==> config.mk <==
export PLATFORM = sky130hd
export DESIGN_NAME = pll_lock_supervisor
export DESIGN_NICKNAME = d
export VERILOG_FILES = /design/src/rtl/pll_sup_pkg.sv /design/src/rtl/sync_2ff.sv /design/src/rtl/pll_lock_supervisor.sv
export SDC_FILE = /design/constraint.sdc
export NUM_CORES = 1
export LEC_CHECK = 0
export BUFFER_PORTS_ARGS = -buffer_cell sky130_fd_sc_hd__buf_2
export CORE_AREA = 5 5 103 105
export CTS_CLUSTER_DIAMETER = 100
export DETAILED_ROUTE_END_ITERATION = 12
export DIE_AREA = 0 0 108 110
export SLEW_MARGIN = 20
export SYNTH_ARGS = -nofsm -noshare
export SYNTH_HDL_FRONTEND = slang
export SYNTH_SLANG_ARGS = --single-unit
==> constraint.sdc <==
create_clock -name CLK -period 2.07 [get_ports CLK]
set_input_delay 0.1035 -clock CLK [delete_from_list [all_inputs] [get_ports CLK]]
set_output_delay 0.1035 -clock CLK [all_outputs]
set_load 0.02 [all_outputs]
==> src/rtl/pll_sup_pkg.sv <==
// Shared types and constants for the PLL lock supervisor.
package pll_sup_pkg;

    // Supervisor sequencing states.
    typedef enum logic [2:0] {
        ST_RST_PLL   = 3'd0,
        ST_WAIT_LOCK = 3'd1,
        ST_STABLE    = 3'd2,
        ST_RUN       = 3'd3,
        ST_FAULT     = 3'd4
    } pll_state_e;

    // Default sequencing parameters (12 MHz reference clock).
    localparam int DEF_RST_CYCLES    = 16;
    localparam int DEF_LOCK_TIMEOUT  = 4096;
    localparam int DEF_STABLE_CYCLES = 1024;
    localparam int DEF_DROP_FILTER   = 2;
    localparam int DEF_MAX_RETRIES   = 3;
    localparam int DEF_TMR_W         = 16;

    // Status counter widths.
    localparam int RETRY_W = 4;
    localparam int LOSS_W  = 8;

    // Increment that sticks at all-ones instead of wrapping.
    function automatic logic [LOSS_W-1:0] loss_sat_inc(input logic [LOSS_W-1:0] v);
        if (v == '1) begin
            return v;
        end
        return v + LOSS_W'(1);
    endfunction

endpackage

==> src/rtl/sync_2ff.sv <==
// Two-flop synchroniser for slow or level signals crossing into the clk domain.
module sync_2ff #(
    parameter int WIDTH = 1
) (
    input  logic             clk,
    input  logic             rst_n,
    input  logic [WIDTH-1:0] d_i,
    output logic [WIDTH-1:0] q_o
);

    logic [WIDTH-1:0] meta_q;
    logic [WIDTH-1:0] sync_q;

    // First flop may go metastable; second flop gives it a full cycle to settle.
    always_ff @(posedge clk or negedge rst_n) begin
        if (!rst_n) begin
            meta_q <= '0;
            sync_q <= '0;
        end else begin
            meta_q <= d_i;
            sync_q <= meta_q;
        end
    end

    assign q_o = sync_q;

endmodule

==> src/rtl/pll_lock_supervisor.sv <==
// Sequences the PLL reset, qualifies lock, and gates the downstream system reset.
// Runs entirely on the reference clock so it never depends on the clock it supervises.
module pll_lock_supervisor
    import pll_sup_pkg::*;
#(
    parameter int RST_CYCLES    = DEF_RST_CYCLES,
    parameter int LOCK_TIMEOUT  = DEF_LOCK_TIMEOUT,
    parameter int STABLE_CYCLES = DEF_STABLE_CYCLES,
    parameter int DROP_FILTER   = DEF_DROP_FILTER,
    parameter int MAX_RETRIES   = DEF_MAX_RETRIES,
    parameter int TMR_W         = DEF_TMR_W
) (
    input  logic               CLK,
    input  logic               RESET,
    input  logic               PLL_LOCK,
    input  logic               RETRY_REQ,
    output logic               PLL_RESETB,
    output logic               SYS_RESETN,
    output logic               READY,
    output logic               FAULT,
    output logic [RETRY_W-1:0] RETRY_COUNT,
    output logic [LOSS_W-1:0]  LOSS_COUNT
);

    localparam logic [TMR_W-1:0]   RST_LAST     = TMR_W'(RST_CYCLES - 1);
    localparam logic [TMR_W-1:0]   TIMEOUT_LAST = TMR_W'(LOCK_TIMEOUT - 1);
    localparam logic [TMR_W-1:0]   STABLE_LAST  = TMR_W'(STABLE_CYCLES - 1);
    localparam logic [TMR_W-1:0]   DROP_LAST    = TMR_W'(DROP_FILTER - 1);
    localparam logic [RETRY_W-1:0] RETRY_LIMIT  = RETRY_W'(MAX_RETRIES);

    pll_state_e         state_q;
    logic [TMR_W-1:0]   timer_q;
    logic [TMR_W-1:0]   drop_q;
    logic               pll_resetb_q;
    logic               sys_resetn_q;
    logic               ready_q;
    logic               fault_q;
    logic [RETRY_W-1:0] retry_q;
    logic [LOSS_W-1:0]  loss_q;

    logic               lock_s;
    logic [RETRY_W-1:0] retry_inc;

    sync_2ff #(
        .WIDTH(1)
    ) u_lock_sync (
        .clk  (CLK),
        .rst_n(RESET),
        .d_i  (PLL_LOCK),
        .q_o  (lock_s)
    );

    assign retry_inc = retry_q + RETRY_W'(1);

    // Sequencing FSM; every output flop changes on the same edge as its state transition.
    always_ff @(posedge CLK or negedge RESET) begin
        if (!RESET) begin
            state_q      <= ST_RST_PLL;
            timer_q      <= '0;
            drop_q       <= '0;
            pll_resetb_q <= 1'b0;
            sys_resetn_q <= 1'b0;
            ready_q      <= 1'b0;
            fault_q      <= 1'b0;
            retry_q      <= '0;
            loss_q       <= '0;
        end else begin
            case (state_q)
                ST_RST_PLL: begin
                    if (timer_q == RST_LAST) begin
                        state_q      <= ST_WAIT_LOCK;
                        timer_q      <= '0;
                        pll_resetb_q <= 1'b1;
                    end else begin
                        timer_q <= timer_q + TMR_W'(1);
                    end
                end
                ST_WAIT_LOCK: begin
                    if (lock_s) begin
                        state_q <= ST_STABLE;
                        timer_q <= '0;
                    end else if (timer_q == TIMEOUT_LAST) begin
                        timer_q      <= '0;
                        retry_q      <= retry_inc;
                        pll_resetb_q <= 1'b0;
                        if (retry_inc == RETRY_LIMIT) begin
                            state_q <= ST_FAULT;
                            fault_q <= 1'b1;
                        end else begin
                            state_q <= ST_RST_PLL;
                        end
                    end else begin
                        timer_q <= timer_q + TMR_W'(1);
                    end
                end
                ST_STABLE: begin
                    if (!lock_s) begin
                        state_q <= ST_WAIT_LOCK;
                        timer_q <= '0;
                    end else if (timer_q == STABLE_LAST) begin
                        state_q      <= ST_RUN;
                        timer_q      <= '0;
                        drop_q       <= '0;
                        sys_resetn_q <= 1'b1;
                        ready_q      <= 1'b1;
                        retry_q      <= '0;
                    end else begin
                        timer_q <= timer_q + TMR_W'(1);
                    end
                end
                ST_RUN: begin
                    if (lock_s) begin
                        drop_q <= '0;
                    end else if (drop_q == DROP_LAST) begin
                        state_q      <= ST_RST_PLL;
                        timer_q      <= '0;
                        drop_q       <= '0;
                        pll_resetb_q <= 1'b0;
                        sys_resetn_q <= 1'b0;
                        ready_q      <= 1'b0;
                        retry_q      <= '0;
                        loss_q       <= loss_sat_inc(loss_q);
                    end else begin
                        drop_q <= drop_q + TMR_W'(1);
                    end
                end
                ST_FAULT: begin
                    if (RETRY_REQ) begin
                        state_q <= ST_RST_PLL;
                        timer_q <= '0;
                        fault_q <= 1'b0;
                        retry_q <= '0;
                    end
                end
                default: begin
                    state_q      <= ST_RST_PLL;
                    timer_q      <= '0;
                    drop_q       <= '0;
                    pll_resetb_q <= 1'b0;
                    sys_resetn_q <= 1'b0;
                    ready_q      <= 1'b0;
                    fault_q      <= 1'b0;
                end
            endcase
        end
    end

    assign PLL_RESETB  = pll_resetb_q;
    assign SYS_RESETN  = sys_resetn_q;
    assign READY       = ready_q;
    assign FAULT       = fault_q;
    assign RETRY_COUNT = retry_q;
    assign LOSS_COUNT  = loss_q;

endmodule

Yosys cells after proc, flatten, opt, wreduce, memory -nomap -nowiden:

Cells that the tools add are included.
Widths: inputs -> output; s select.

* add/subtract/negate cells: 4
* bitwise gates (word level): 4
* muxes and demuxes: 51
* reduce and logical (&&, ||, !) cells: 13
* eq/ne operators: 22

Operator list (number)
* $mux 16: 12
* $pmux 16 s5: 1
* $pmux 16 s3: 1
* $add 16x1->16 const B: 2
* $mux 4: 7
* $mux 3: 9
* $ne 2x2->1 const B: 9
* $eq 16x1->1 const B: 1
* $eq 16x10->1 const B: 1
* $eq 16x12->1 const B: 1
* $eq 16x4->1 const B: 1
* $pmux 4 s4: 1
* $mux 1: 15
* $pmux 3 s5: 1
* $reduce_and 6->1: 2
* $reduce_and 5->1: 2
* $add 8x1->8 const B: 1
* $eq 8x8->1 const B: 1
* $mux 8: 1
* $reduce_and 8->1: 1
* $eq 3x2->1 const B: 2
* $pmux 1 s3: 2
* $reduce_and 3->1: 2
* $reduce_or 3->1: 2
* other kinds (13): 16

* logic and storage cells: 104
* output and inout port bits: 16
* register bits after elaboration: 52
* bits of input ports: 4

Longest topological paths before layout:

* depth in word-level cells: 7
* gate-level depth with buffers: 10
* gate-level depth less buffers: 7

Cells and area by module:

From an unflattened synthesis, not the netlist that was laid out.

* cells, all modules: 339
* area total of the unflattened synthesis: 3090.5 um^2

Modules (own cells, without submodules)
* pll_lock_supervisor: sequential area each 1251.2 um^2, area each 3040.4 um^2, cells each 337, instances 1
* sync_2ff: sequential area each 50.0 um^2, area each 50.0 um^2, cells each 2, instances 1

Worst setup path before layout:

OpenSTA, ideal clock, no wires.

* kind: flip-flop to flip-flop
* start: reg timer_q[13]
* end: reg state_q[0]
* arrival time: 1982 ps
* required time: 1945 ps
* path buffers: 1
* setup time: 125 ps
* clock period less this slack: 2108 ps
* cell stages (with the launch flop): 7
* path slack: -38 ps
* cells stage by stage: dfrtp_1 -> or4_4 -> nor4_2 -> o22a_2 -> and3b_1 -> buf_6 -> mux2_4

* longest elaborated chain between the ends: 3
* elaborated cells on any way between the ends: 7
* classes of those cells: eq/ne (6); reduce/logical (1)

RTL lines
* start, declared: line pll_lock_supervisor.sv:32 `logic [TMR_W-1:0] timer_q;`
* start signal, assigned: line pll_lock_supervisor.sv:75 `timer_q <= timer_q + TMR_W'(1);`
* start signal, assigned: line pll_lock_supervisor.sv:93 `timer_q <= timer_q + TMR_W'(1);`
* start signal, assigned: line pll_lock_supervisor.sv:108 `timer_q <= timer_q + TMR_W'(1);`
* $eq 16x10->1, or another cell as far along: line pll_lock_supervisor.sv:100 `end else if (timer_q == STABLE_LAST) begin`
* $ne 3x3->1 (no line), or another cell as far along
* $reduce_and 6->1 (no line) *
* end signal, assigned: line pll_lock_supervisor.sv:98 `state_q <= ST_WAIT_LOCK;`
* end signal, assigned: line pll_lock_supervisor.sv:101 `state_q <= ST_RUN;`
* end signal, assigned: line pll_lock_supervisor.sv:115 `state_q <= ST_RST_PLL;`
* end, declared: line pll_lock_supervisor.sv:31 `pll_state_e state_q;`

Every way passes the cells marked *; elsewhere a longest branch is shown, timed or not.
A chain may end at the register's enable or synchronous reset.

Worst setup path in the final report:

* start: reg state_q[0]
* end: reg state_q[0]

* longest elaborated chain between the ends: 3
* elaborated cells on any way between the ends: 13
* classes of those cells: eq/ne (10); mux (1); reduce/logical (2)

RTL lines
* start signal, assigned: line pll_lock_supervisor.sv:58 `state_q <= ST_RST_PLL;`
* start signal, assigned: line pll_lock_supervisor.sv:71 `state_q <= ST_WAIT_LOCK;`
* start signal, assigned: line pll_lock_supervisor.sv:80 `state_q <= ST_STABLE;`
* $eq 3x2->1, or another cell as far along: line pll_lock_supervisor.sv:68 `case (state_q)`
* $ne 3x3->1 (no line), or another cell as far along
* $reduce_and 6->1 (no line)

Parallel ways exist; a longest one is shown, timed or not.

==> metrics.md <==
| Metric | Value |
|---|---|
| Vias | `about 2800` |
| Arrival time at the worst endpoint | `~2400 ps` |
| CP bufs+invs | `1` |
| Detail Route Antenna Nets | `0` |
| Synth Warn # | `0` |
| Final Hold Vio Count | `0` |
| Unique masters post-synth | `a little under 60` |
| Fin cells | `approximately 530` |
| Layout area overhead | `38.3%` |
| Slowest CP cell | `or4b_4` |
| EDFF count, synth | `0` |
| Clock Tree Buf Depth | `2` |
| Root buffer cell | `clkbuf_8` |
| Worst setup startpoint | `state_q[0]` |
| Worst Clk Skew | `slightly below 10 ps` |
| Antenna cells | `0` |
| CTS tree | `built` |
| R2R depth | `6` |
| Setup tns final | `-1440 ps` |
| Skew-Pair Late Insertion Delay | `310 ps` |
| Total CTS buffers | `5` |
| Via density | `around 5.2` |
| Vias in the first global route | `approximately 2800` |
| Sink Count | `52` |
| First-pass GRT wire length | `12.6 mm` |
| RR Startpoint | `state_q[0]` |
| I/O Buffers | `19` |
| Period Utilization, post-route | `106%` |
| Status | `finished with violations` |
| Slew HR | `a little under three fifths` |
| Worst Path Max Fanout | `6` |
| Synth area leader | `dfrtp_1` |
| Worst slew pin tran | `roughly 670 ps` |
| Commonest non-fill, non-tap cell in the layout | `buf_4` |
| Largest net degree at the start of global routing | `30` |
| Setup ws final | `-119 ps` |
| First-pass DRT Iterations | `4` |
| Fillcell total | `943` |
| Levels on crit path | `6` |
| Die Y | `110 um` |
| Top_reg_cell synth | `dfrtp_1` |
| Critical Path RT | `about 2300 ps` |
| Max Fclk | `457 MHz` |
| Sw Pwr | `approximately 1600 uW` |
| Critical Setup Path Class | `flop to flop` |
| Area of the multi-input gates | `1790 um^2` |
| Syn nets | `around 330` |
| Layout cells sized above 1 | `37.3%` |
| Top area cells in the synthesized netlist | `dfrtp_1 44%, a21oi_1 3.5%, o31ai_1 3.3%, or4_1 3.3%, a31oi_1 2.9%` |
| # rows | `36` |
| Avg Inst Size Synth | `approximately 9.5 um^2` |
| HP Class | `primary input to flop` |
| Largest stage delay, worst path | `roughly 530 ps` |
| Hpwl dp | `about 5.3 mm` |
| Unrepaired setup endpoints after global routing | `true` |
| H-tree levels | `2` |
| Initial antenna violation count | `0` |
| Final setup violation count | `23` |
| Final net count | `about 410` |
| Ports | `20` |
| Die outline area | `11900 um^2` |
| Most frequent cells in the layout | `59 x buf_4, 52 x dfrtp_1, 20 x nand2_1` |
| Utilization after layout | `between 40% and 50%` |
| Power share of the clock group | `about 15%` |
| Seq/Total Area, Yosys | `a little over two fifths` |
| Drt total wl | `between 7 and 8 mm` |
| Routed length per placed instance | `~15 um` |
| Sw Ratio | `approximately two fifths` |
| DRC | `0` |
| Final RePlAce weighted congestion | `0.792` |
| Gr ovfl total | `0` |
| Hold Path Origin | `RETRY_REQ` |
| Ys async rst share | `between 90% and 100%` |
| Crit path capture type | `flop` |
| Pwr per Cell Area | `about 990 nW/um^2` |
| Register bit total from synthesis | `52` |
| Clock transition at path regs | `roughly 90 ps` |
| Die width | `~110 um` |
| Setup crit start kind | `flop` |
| Peak supply drop | `0.000401 V` |
| Pint | `between 2000 and 2500 uW` |
| Gr usage total | `between 10% and 20%` |
| Dpl cells | `515` |
| DRT iter0 DRCs | `just under 100` |
| Max Slew Vio Count | `0` |
| Core Area | `around 9500 um^2` |
| Crit-path leading delay family | `simple AND/OR/NAND/NOR gates` |
| Post-synthesis cell area | `2990 um^2` |
| Max cap viols | `0` |
| Combinational fraction of design power | `about 54%` |
| Top cell type's share of synthesized area | `approximately 44%` |
| Cells after Synth | `between 300 and 400` |
| Sequential cell area | `about 1300 um^2` |
| Overall power | `slightly above 4000 uW` |
| Failing checks | `negative setup slack` |
| Part of the power in registers | `30.9%` |
| WHS Path Cells | `4` |
| Initial Utilization | `a little under a third` |
| Pleak | `0.00175 uW` |
| Final Critical Period | `about 2200 ps` |
| Worst path cell trace | `or4b_4 > and2_4 > a31oi_4 > clkbuf_16 > and3b_2 > mux2_4` |
## path summary, 6_finish.rpt
kind,to,slack (ps)
min in group asynchronous,timer_q[7],360
hold reg to reg,u_lock_sync.q_o,360
max in group asynchronous,drop_q[0],1070
setup / recovery,state_q[0],-120
setup reg to reg,state_q[0],-120
hold / removal,FAULT,200
## final cells by class
class	count	area share [%]
clock buffer	5	1.67
clock inverter	3	0.576
inverter	10	0.909
multi-input combinational	237	43.4
sequential	52	31.5
tap	133	4.03
timing repair buffer	93	17.9
## timing repair
item / CTS / global route
endpoints found under the setup margin: 22 / 38
pin swaps: 1 / 29
endpoints found under the hold margin: 28 / 0
setup buffers: 1 / 4
cloned: 0 / 3
hold buffers: 2 / 0
resized for setup: 8 / 51
## synthesized netlist by cell type (3+ instances only)
library cell and n:
a21oi_1 21, a2bb2oi_1 4, a31oi_1 14, a41oi_1 3
and3_1 5, and4_1 3, buf_4 3, clkbuf_1 9
dfrtp_1 52, ha_1 6, inv_1 10, nand2_1 21
nand2b_1 4, nand3_1 16, nand3b_1 4, nand4_1 8
nor2_1 18, nor3_1 5, nor4_1 6, nor4_2 3
o21ai_0 16, o31ai_1 13, or3_1 4, or4_1 13
xnor2_1 7
## logic make-up (layout without fill, tap and decap cells)
logic type	count (synthesis)	after routing	synth area share, %
compound gates	91	91	20.2
xor+xnor	9	9	2.64
fa+ha+maj	6	6	2.51
buf+inv	26	111	4.23
flops	52	52	43.6
mux	4	4	1.59
simple gates	127	127	25.2
## state kept, by name (all words and copies together) (netlist names)
name and count:
drop_q 16, u_lock_sync.q_o 1, u_lock_sync.meta_q 1, state_q 3
RETRY_COUNT 4, LOSS_COUNT 8, FAULT 1, PLL_RESETB 1
timer_q 16, READY 1
## worst reg2reg max path: stages, from the launching register on
cell and delay (ps):
dfrtp_1 390, or4b_4 530, and2_4 160, a31oi_4 260, clkbuf_16 210, and3b_2 230
mux2_4 300
## per-layer routing
metal  global-route usage (%)  part of all wire (%)
met1                     17.4                    47
met2                     21.5                    49
met3                     1.86                   3.4
met4                     4.42                   1.0
met5                        0                     0
## per-stage QoR
| stage | area [um^2] | setup WS (ps) | hold slack, ps |
|---|---|---|---|
| global route | 4130 | -186 | 211 |
| global placement | 3670 | -106 | 179 |
| floorplan | 3000 | -9.49 | -192 |
| CTS | 3830 | -78.2 | 199 |
| detailed placement | 3670 | -132 | 175 |
| finish | 4130 | -119 | 203 |
## power groups by stage
stage | clock network, uW | registers [uW] | logic [uW]
6_report | 601 | 1270 | 2230
2_1_floorplan | 0 | 1360 | 965
3_3_place_gp | 0 | 1270 | 1670
5_1_grt | 666 | 1290 | 2420
3_5_place_dp | 0 | 1280 | 1700
4_1_cts | 627 | 1260 | 1730
Power figures use the tool's default switching activity.
